===== src/rtl/fmac_pkg.sv =====
`default_nettype none
// ============================================================================
//  Module   : fmac_pkg
//  Purpose  : Shared types and width constants for the FMAC mantissa datapath.
//  Revision : 1.0 - initial release
// ============================================================================
package fmac_pkg;

    localparam int MANT_W = 8;
    localparam int PROD_W = 16;
    localparam int STEPS  = 8;
    localparam int CNT_W  = $clog2(STEPS);

    typedef enum logic [1:0] {
        IDLE = 2'd0,
        RUN  = 2'd1,
        DONE = 2'd2
    } state_t;

endpackage : fmac_pkg
`default_nettype wire


===== src/rtl/fadder.sv =====
`default_nettype none
// ============================================================================
//  Module   : fadder
//  Purpose  : 16-bit combinational ripple-carry adder, carry-in fixed at 0.
//  Revision : 1.0 - initial release
// ============================================================================
module fadder
    import fmac_pkg::*;
(
    input  logic [PROD_W-1:0] a,
    input  logic [PROD_W-1:0] b,
    output logic [PROD_W-1:0] s,
    output logic              co
);

    logic [PROD_W:0] w_carry;

    assign w_carry[0] = 1'b0;

    for (genvar i = 0; i < PROD_W; i++) begin : g_bit
        assign s[i]         = a[i] ^ b[i] ^ w_carry[i];
        assign w_carry[i+1] = (a[i] & b[i]) | (w_carry[i] & (a[i] ^ b[i]));
    end

    assign co = w_carry[PROD_W];

endmodule : fadder
`default_nettype wire


===== src/rtl/shift_add_mult.sv =====
`default_nettype none
// ============================================================================
//  Module   : shift_add_mult
//  Purpose  : Sequential 8x8 unsigned shift-and-add multiplier, fixed 8 steps,
//             start/busy/done handshake.
//  Revision : 1.0 - initial release
// ============================================================================
module shift_add_mult
    import fmac_pkg::*;
(
    input  logic              clk,
    input  logic              rst_n,
    input  logic              start,
    input  logic [MANT_W-1:0] a,
    input  logic [MANT_W-1:0] b,
    output logic [PROD_W-1:0] product,
    output logic              busy,
    output logic              done
);

    localparam logic [CNT_W-1:0] C_LAST_STEP = CNT_W'(STEPS - 1);

    state_t              r_state;
    state_t              w_state_nxt;
    logic [PROD_W-1:0]   r_acc;
    logic [PROD_W-1:0]   r_mcand;
    logic [MANT_W-1:0]   r_mplier;
    logic [CNT_W-1:0]    r_cnt;
    logic [PROD_W-1:0]   r_product;
    logic [PROD_W-1:0]   w_sum;
    logic [PROD_W-1:0]   w_acc_nxt;
    logic                w_co_unused;

    fadder u_fadder (
        .a  (r_acc),
        .b  (r_mcand),
        .s  (w_sum),
        .co (w_co_unused)
    );

    assign w_acc_nxt = r_mplier[0] ? w_sum : r_acc;

    always_comb begin
        w_state_nxt = r_state;
        case (r_state)
            IDLE:    if (start) w_state_nxt = RUN;
            RUN:     if (r_cnt == C_LAST_STEP) w_state_nxt = DONE;
            DONE:    w_state_nxt = IDLE;
            default: w_state_nxt = IDLE;
        endcase
    end

    always_ff @(posedge clk or negedge rst_n) begin
        if (!rst_n) begin
            r_state <= IDLE;
        end else begin
            r_state <= w_state_nxt;
        end
    end

    // Datapath: operands captured only on an accepted start, then 8 shift/add steps.
    always_ff @(posedge clk or negedge rst_n) begin
        if (!rst_n) begin
            r_acc     <= '0;
            r_mcand   <= '0;
            r_mplier  <= '0;
            r_cnt     <= '0;
            r_product <= '0;
        end else begin
            case (r_state)
                IDLE: begin
                    if (start) begin
                        r_acc    <= '0;
                        r_mcand  <= {{(PROD_W-MANT_W){1'b0}}, a};
                        r_mplier <= b;
                        r_cnt    <= '0;
                    end
                end
                RUN: begin
                    r_acc    <= w_acc_nxt;
                    r_mcand  <= r_mcand << 1;
                    r_mplier <= r_mplier >> 1;
                    r_cnt    <= r_cnt + 1'b1;
                    if (r_cnt == C_LAST_STEP) begin
                        r_product <= w_acc_nxt;
                    end
                end
                default: ;
            endcase
        end
    end

    assign product = r_product;
    assign busy    = (r_state == RUN);
    assign done    = (r_state == DONE);

endmodule : shift_add_mult
`default_nettype wire


===== config.mk =====
export PLATFORM = sky130hd
export DESIGN_NAME = shift_add_mult
export DESIGN_NICKNAME = d
export VERILOG_FILES = /design/src/rtl/fmac_pkg.sv /design/src/rtl/fadder.sv /design/src/rtl/shift_add_mult.sv
export SDC_FILE = /design/constraint.sdc
export NUM_CORES = 1
export LEC_CHECK = 0
export ABC_AREA = 1
export CORE_MARGIN = 2
export CORE_UTILIZATION = 50
export CTS_BUF_LIST = sky130_fd_sc_hd__clkbuf_2
export CTS_CLUSTER_DIAMETER = 50
export CTS_CLUSTER_SIZE = 40
export DETAILED_ROUTE_END_ITERATION = 7
export PLACE_DENSITY = 0.79
export SYNTH_ARGS = -nofsm -noshare
export SYNTH_HDL_FRONTEND = slang
export SYNTH_SLANG_ARGS = --single-unit

===== constraint.sdc =====
create_clock -name clk -period 6.2 [get_ports clk]
set_input_delay 1.24 -clock clk [delete_from_list [all_inputs] [get_ports clk]]
set_output_delay 1.24 -clock clk [all_outputs]
set_load 0.01 [all_outputs]

* Word level (Yosys, flattened, before mapping)
Index checks and enable logic that the tools add are counted.
Operators by class: add/sub/neg operators 1, eq/ne operators 5, multiplexer cells 12, bitwise gates (word level) 74, reductions and logical operators 5
Operator list (count):
- $pmux W16 S2 | 2
- $mux W16 | 3
- $xor A1 B1 Y1 | 31
- $and A1 B1 Y1 | 29
- $pmux W8 S2 | 1
- $or A1 B1 Y1 | 14
- $mux W8 | 1
- $pmux W3 S2 | 1
- $reduce_and A2 Y1 | 3
- $mux W2 | 2
- $pmux W2 S2 | 1
- $add A3 B1 Y3 const B | 1
- $eq A3 B3 Y1 const B | 1
- $mux W3 | 1
- $eq A2 B1 Y1 const B | 1
- $eq A2 B2 Y1 const B | 1
- $logic_not A2 Y1 | 1
- $ne A2 B1 Y1 const B | 1
- $ne A2 B2 Y1 const B | 1
- $reduce_bool A2 Y1 | 1
Word-level totals: register bits after elaboration 61, input port bits 19, output and inout port bits 18, word-level logic and storage cells 103

* Longest topological paths before layout
Gate-level depths: netlist (run 1).
word-level depth 32, depth in mapped cells 28, gate-level depth less buffers 28

* Modules after synthesis
Synthesis (run 1) repeated with hierarchy kept, for this count alone.
Second synthesis, totals: cell total of the unflattened synthesis 397, area, all modules 3240.6 µm²
Modules (own cells, without submodules):
- shift_add_mult | instances 1, cells an instance 371, area an instance 2890.3 µm²
- fadder | instances 1, cells an instance 26, area an instance 350.3 µm²

* Least setup slack after synthesis (run 1)
No wires, ideal clock.
kind register to register, start point register r_mcand[0], end point register r_acc[14], library setup time 0.126 ns, arrival time 5.407 ns, setup slack 0.667 ns, stages on the path, launching flop included 26, path buffers 0, cells stage by stage dfrtp_1 > ha_1 > inv_1 > fa_1 > fa_1 > inv_1 > fa_1 > inv_1 > fa_1 > fa_1 > fa_1 > fa_1 > fa_1 > fa_1 > inv_1 > fa_1 > fa_1 > inv_1 > fa_1 > inv_1 > fa_1 > fa_1 > nand2_1 > o21ai_0 > nand2_1 > o21ai_0
Between the ends: word-level cells in the longest chain between the ends 30
RTL lines:
- start: declaration | RTL line shift_add_mult.sv:26 | logic [PROD_W-1:0] r_mcand;
- start signal: assignment | RTL line shift_add_mult.sv:74 | r_mcand <= {{(PROD_W-MANT_W){1'b0}}, a};
- start signal: assignment | RTL line shift_add_mult.sv:81 | r_mcand <= r_mcand << 1;
- $and A1 B1 Y1 (2 in series) | RTL line fadder.sv:22 | assign w_carry[i+1] = (a[i] & b[i]) | (w_carry[i] & (a[i] ^ b[i]));
- $or A1 B1 Y1 | RTL line fadder.sv:22
- $and A1 B1 Y1 | RTL line fadder.sv:22
- $or A1 B1 Y1 | RTL line fadder.sv:22
- $and A1 B1 Y1 | RTL line fadder.sv:22
- $or A1 B1 Y1 | RTL line fadder.sv:22
- $and A1 B1 Y1 | RTL line fadder.sv:22
- $or A1 B1 Y1 | RTL line fadder.sv:22
- (+13 left out)
- $or A1 B1 Y1 | RTL line fadder.sv:22
- $and A1 B1 Y1 | RTL line fadder.sv:22
- $or A1 B1 Y1 | RTL line fadder.sv:22
- $and A1 B1 Y1 | RTL line fadder.sv:22
- $or A1 B1 Y1 | RTL line fadder.sv:22
- $xor A1 B1 Y1 | RTL line fadder.sv:21 | assign s[i] = a[i] ^ b[i] ^ w_carry[i];
- $mux W16 | RTL line shift_add_mult.sv:41 | assign w_acc_nxt = r_mplier[0] ? w_sum : r_acc;
- $pmux W16 S2 | RTL line shift_add_mult.sv:70 | case (r_state)
- end signal: assignment | RTL line shift_add_mult.sv:80 | r_acc <= w_acc_nxt;
- end: declaration | RTL line shift_add_mult.sv:25 | logic [PROD_W-1:0] r_acc;
No other way between the ends. A chain may end at the register's enable or synchronous reset.

* Worst setup path after layout (run 1)
Ends and elaborated chain as after synthesis.

==> results of run 1 <==
==> through the flow <==
step	worst slack (ns)	area [um^2]
floorplan	0.667	2900
global placement	0.434	3260
detailed placement	0.293	3260
CTS	0.245	3330
global route	0.0250	3340
finish	0.384	3340
==> what timing repair did <==
item | in CTS | in global routing
endpoints found under the setup margin | 0 | 2
endpoints found under the hold margin | 0 | 0
resized for setup | 0 | 2
hold buffers | 0 | 0
buffers inserted | 0 | 1
==> state kept, by name, indices dropped and copies added (netlist names) <==
signal / count
r_mplier: 8
r_mcand: 16
r_state: 2
r_cnt: 3
product: 16
r_acc: 16
==> metal layers <==
| layer | vias to the layer above | share of wire, % | wire length [um] | global-route usage [%] |
|---|---|---|---|---|
| li1 | 1059 | - | - | - |
| met5 | - | 0 | 0 | 0 |
| met4 | 0 | 2.6 | 137 | 10.5 |
| met1 | 1023 | 45 | 2420 | 24.1 |
| met3 | 13 | 3.8 | 202 | 4.38 |
| met2 | 44 | 48 | 2600 | 30.8 |
==> where the power goes <==
part / total, W / switching (W) / internal, W
logic: 0.000918 / 0.000516 / 0.000402
clock network: 0.000184 / 0.000134 / 0.0000497
registers: 0.000712 / 0.000126 / 0.000586
total: 0.00181 / 0.000776 / 0.00104
==> final timing paths <==
check	endpoint	slack (ns)	depth (start not counted)
min in group asynchronous	product[8]	0.91	2
hold / removal	r_cnt[0]	0.49	1
setup / recovery	r_acc[14]	0.38	25
setup reg to reg	r_acc[14]	0.38	25
max in group asynchronous	r_acc[0]	4.81	2
hold reg to reg	r_cnt[0]	0.49	1
==> worst max-delay path, delay by kind of cell, from the launching register on <==
kind / cells / cell delay, ns
flip-flops: 1 / 0.40
AO/OA/AOI/OAI: 2 / 0.19
adder cells (fa/ha/maj): 15 / 4.60
buffers and inverters: 6 / 0.38
AND/OR/NAND/NOR: 2 / 0.16
==> placed cells by master, fill, tap and decap left out <==
master           instances
a21oi_1                  8
buf_2                    1
buf_4                    2
clkbuf_2                11
clkdlybuf4s50_1         35
clkinv_1                 3
clkinv_2                 1
dfrtp_1                 61
fa_1                    12
fa_2                     2
ha_1                     3
inv_1                   38
inv_2                    4
nand2_1                 61
nand2_2                  2
nand2_4                  1
nand3_1                  3
nand4_1                  1
nor2_1                  17
nor2_2                   1
nor2_4                   1
nor3_1                   1
o211ai_1                 4
o21ai_0                 24
o21ai_1                 21
o22ai_1                 24
==> final cells by class <==
| type | instances | area share (%) |
|---|---|---|
| clock inverters | 4 | 0.486 |
| inverters | 42 | 4.71 |
| repair buffers | 38 | 11.1 |
| multi-input cells | 186 | 33.7 |
| clock buffers | 11 | 1.65 |
| flip-flops and latches | 61 | 45.6 |
| well taps | 72 | 2.69 |
==> cell families after synthesis <==
kind of cell,count (synthesis),share of synthesized area [%]
AOI/OAI and AO/OA,81,15.4
adders and majority gates,17,11.0
buffers and inverters,58,8.51
DFF,61,52.7
and+or+nand+nor,88,12.4
==> metrics.txt, run 1 <==
final core occ 60.4%; DP Cell Count 398; Core Rows 27; Num CTS Buffers 9; final total power 0.00181 W; post-layout min period 5.82 ns; first-pass GRT wire length 9.28 mm; Die Ht 80.1 um; worst-skew pair later-pin latency 0.47 ns; largest net degree at the start of global routing 62; post-detailed-route count of antenna-violating nets 0; actual slew at the worst max-slew pin 0.894 ns; clk buf depth 2; synth-to-layout area growth 15.5%; Non-Filler Instances 414; Max Clock Skew 0.0106 ns; Final nets 374; Syn Area/Cell 9.50 um^2; critical path's largest stage delay 0.42 ns; Pre-antenna DRT Iters 4; crit-path max FO 3; vias per inst 5.17; total negative slack 0 ns; flops & latches, synth 61; diodes inserted 0; CP max-delay cell fa_1; Mapped Cells 305; port bufs 36; Area contributors post-synth dfrtp_1, fa_1, nand2_1; Register Area 0.00153 mm^2; Worst EP arrival 6.18 ns; Die X 80.1 um; Setup crit start kind flop; Starting Density 52.3%; clk root buf clkbuf_2; clock slew at reported path FFs 0.16 ns; Cell Pwr Density 542 mW/mm^2; DR DRC count 0; top-level port count 37; Synth area leader dfrtp_1; WS Path Type reg -> reg; vias in the first global route 2064; WL final 5.35 mm; Slew Viols, Final 0; hpwl dp 3.60 mm; layout cells sized above 1 7.60%; # clock sinks 61; grt ovf 0; antenna violations before repair 0; drt initial violations 142; top cell type's share of synthesized area 52.7%; worst hold path type reg -> reg; Ys Warns 0; number of H-tree branching levels 3; Critical Path End Type flop; crit share post-route 93.8%; filler instances 506; hold_sp r_cnt[0]; sequential share of the synthesized area 52.7%; WHS 0.493 ns; leakage 1.58 nW; via count 2139; Die Area 0.00642 mm^2; crit path launch r_mcand[0]; ys flop type dfrtp_1; Setup violations, final 0; area of the multi-input gates 0.00113 mm^2; max-cap viol count 0; Reg-to-Reg Start r_mcand[0]; commonest cells in the netlist dfrtp_1, nand2_1, inv_1; Max Freq 0.172 GHz; syn_nets 341; worst vdd ir 0.301 mV; EDFF count, synth 0; area of the core 0.00554 mm^2; CTS tree built; drt wl/cell 12.9 um; Fin. Hold Viols 0; Relative slew margins 40.4%; GR Util All Layers 19.2%; WP data required 6.56 ns; Async SR Flop Fraction 100%; gpl congestion 0.779; most frequent CP cell fa_1; Cell Area, Synth 0.00290 mm^2; unrepaired setup endpoints after global routing no; Distinct cells, synth 22; status completed
(Power assumes the default switching activity.)
==> inputs of run 2 (changes only) <==
--- a/config.mk
+++ b/config.mk
@@ -6,13 +6,14 @@
 export NUM_CORES = 1
 export LEC_CHECK = 0
 export ABC_AREA = 1
+export ABC_CLOCK_PERIOD_IN_PS = 6200
 export CORE_MARGIN = 2
-export CORE_UTILIZATION = 50
-export CTS_BUF_LIST = sky130_fd_sc_hd__clkbuf_2
+export CORE_UTILIZATION = 30
+export CTS_BUF_LIST = sky130_fd_sc_hd__clkbuf_8 sky130_fd_sc_hd__clkbuf_16
 export CTS_CLUSTER_DIAMETER = 50
 export CTS_CLUSTER_SIZE = 40
 export DETAILED_ROUTE_END_ITERATION = 7
-export PLACE_DENSITY = 0.79
+export PLACE_DENSITY = 0.55
 export SYNTH_ARGS = -nofsm -noshare
 export SYNTH_HDL_FRONTEND = slang
 export SYNTH_SLANG_ARGS = --single-unit
==> run 2 against run 1 <==
Net effect: die area increased by 63%; critical path depth unchanged; utilization decreased by 22 points; clock skew decreased by 0.0066 ns; critical path type unchanged; highest routed layer unchanged.
==> metrics.txt, run 2 (synthesis gave the netlist of run 1 again) <==
Core Rows 35; Place WS 0.289 ns; Internal 0.00120 W; vias per inst 4.50; via count 2126; GR Util All Layers 12.9%; clk buf depth 2; drt initial violations 82; R2R Path End r_acc[14]; NetSw 0.000801 W; actual slew at the worst max-slew pin 0.955 ns; Critical Path End Type flop; Non-Filler Instances 472; most frequent cells in the layout nand2_1, dfrtp_1, inv_1; number of H-tree branching levels 3; grt ovf 0; Die Ht 102 um; Pre-antenna DRT Iters 4; Slew Viols, Final 0; WHS 0.480 ns; clk root buf clkbuf_8; post-detailed-route count of antenna-violating nets 0; Worst EP arrival 6.02 ns; Cell Pwr Density 563 mW/mm^2; # clock sinks 61; total negative slack 0 ns; port bufs 36; Max Freq 0.172 GHz; Setup crit start kind flop; largest net degree at the start of global routing 62; worst-skew pair later-pin latency 0.34 ns; Starting Density 31.2%; layout cells sized above 1 8.45%; Comb power frac 45.8%; worst hold path type reg -> reg; first-pass GRT wire length 10.2 mm; Reg2Reg Depth 25; worst vdd ir 0.222 mV; CTS hold repair buffers 0; drt wl/cell 12.6 um; vias in the first global route 2193; most frequent CP cell fa_1; hpwl dp 3.87 mm; WP data required 6.40 ns; Flop pwr share 35.8%; diodes inserted 0; gpl congestion 0.759; filler instances 984; critical path's largest stage delay 0.41 ns; crit-path max FO 2; Max Clock Skew 0.00397 ns; synth-to-layout area growth 22.6%; hold_sp r_cnt[0]; DR DRC count 0; unrepaired setup endpoints after global routing no; WS Path Type reg -> reg; post-layout min period 5.81 ns; Fin. Hold Viols 0; Die Area 0.0105 mm^2; Final nets 374; Setup violations, final 0; top-level port count 37; flop-to-flop setup slack 0.39 ns; CP max-delay cell fa_1; crit path launch r_acc[0]; DP Cell Count 455; clock slew at reported path FFs 0.07 ns; area of the core 0.00928 mm^2; Top Family by Delay on Critical Path adder cells; Num CTS Buffers 9; leakage 1.64 nW; crit path to r_acc[14]; antenna violations before repair 0; clock power share 18.5%; fin worst setup slack 0.386 ns; CTS tree built; status completed; CP Depth 25; Die X 102 um; final core occ 38.3%; crit share post-route 93.8%; Reg-to-Reg Start r_acc[0]; sw frac 40.1%; Relative slew margins 36.3%; CP bufs+invs 6; max-cap viol count 0; WL final 5.97 mm
## run 2: cell types whose count changed in the layout (fill, tap and decap cells not counted), sizes merged
| cell | before | now |
|---|---|---|
| bufinv | 0 | 1 |
| clkinv | 4 | 3 |
| clkbuf | 11 | 12 |
## run 2: power groups by stage
| stage | Clock, W | Sequential (W) | Combinational [W] |
|---|---|---|---|
| floorplan | 0 | 0.000703 | 0.000662 |
| global placement | 0 | 0.000716 | 0.000901 |
| finish | 0.000369 | 0.000715 | 0.000914 |
| CTS | 0.000386 | 0.000716 | 0.000927 |
| global route | 0.000402 | 0.000742 | 0.00108 |
| detailed placement | 0 | 0.000722 | 0.000923 |
## run 2: final cells by class
class / count / area, um^2 / share of cell area, %
Clock buffer: 12 / 165 / 4.65
Clock inverter: 4 / 45.0 / 1.27
Inverter: 42 / 158 / 4.44
Multi-Input combinational cell: 186 / 1130 / 31.7
Sequential cell: 61 / 1530 / 43.0
Tap cell: 129 / 161 / 4.54
Timing Repair Buffer: 38 / 370 / 10.4
## run 2: layer usage
| layer | vias up | wire length (um) | track usage [%] |
|---|---|---|---|
| met5 | - | 0 | 0 |
| met4 | 0 | 71 | 3.69 |
| met3 | 7 | 252 | 4.31 |
| met2 | 48 | 2670 | 19.9 |
| met1 | 1011 | 2980 | 17.3 |
| li1 | 1060 | - | - |
## run 2: worst min-delay path by stage
stage / end / cells after the start
2_1_floorplan: r_mplier[7] / 2
3_3_place_gp: r_cnt[1] / 2
3_5_place_dp: product[14] / 2
4_1_cts: r_cnt[0] / 1
5_1_grt: r_cnt[0] / 1
6_report: r_cnt[0] / 1
## run 2: per-stage QoR
step,total power (W),area (um^2)
after floorplan,0.00136,2900
after global placement,0.00162,3330
after detailed placement,0.00165,3330
after CTS,0.00203,3540
after global routing,0.00222,3550
final,0.00200,3550
## run 2: repair_timing
action	CTS	global route
resized for setup	0	1
setup buffers	0	1
setup endpoints to repair	0	1
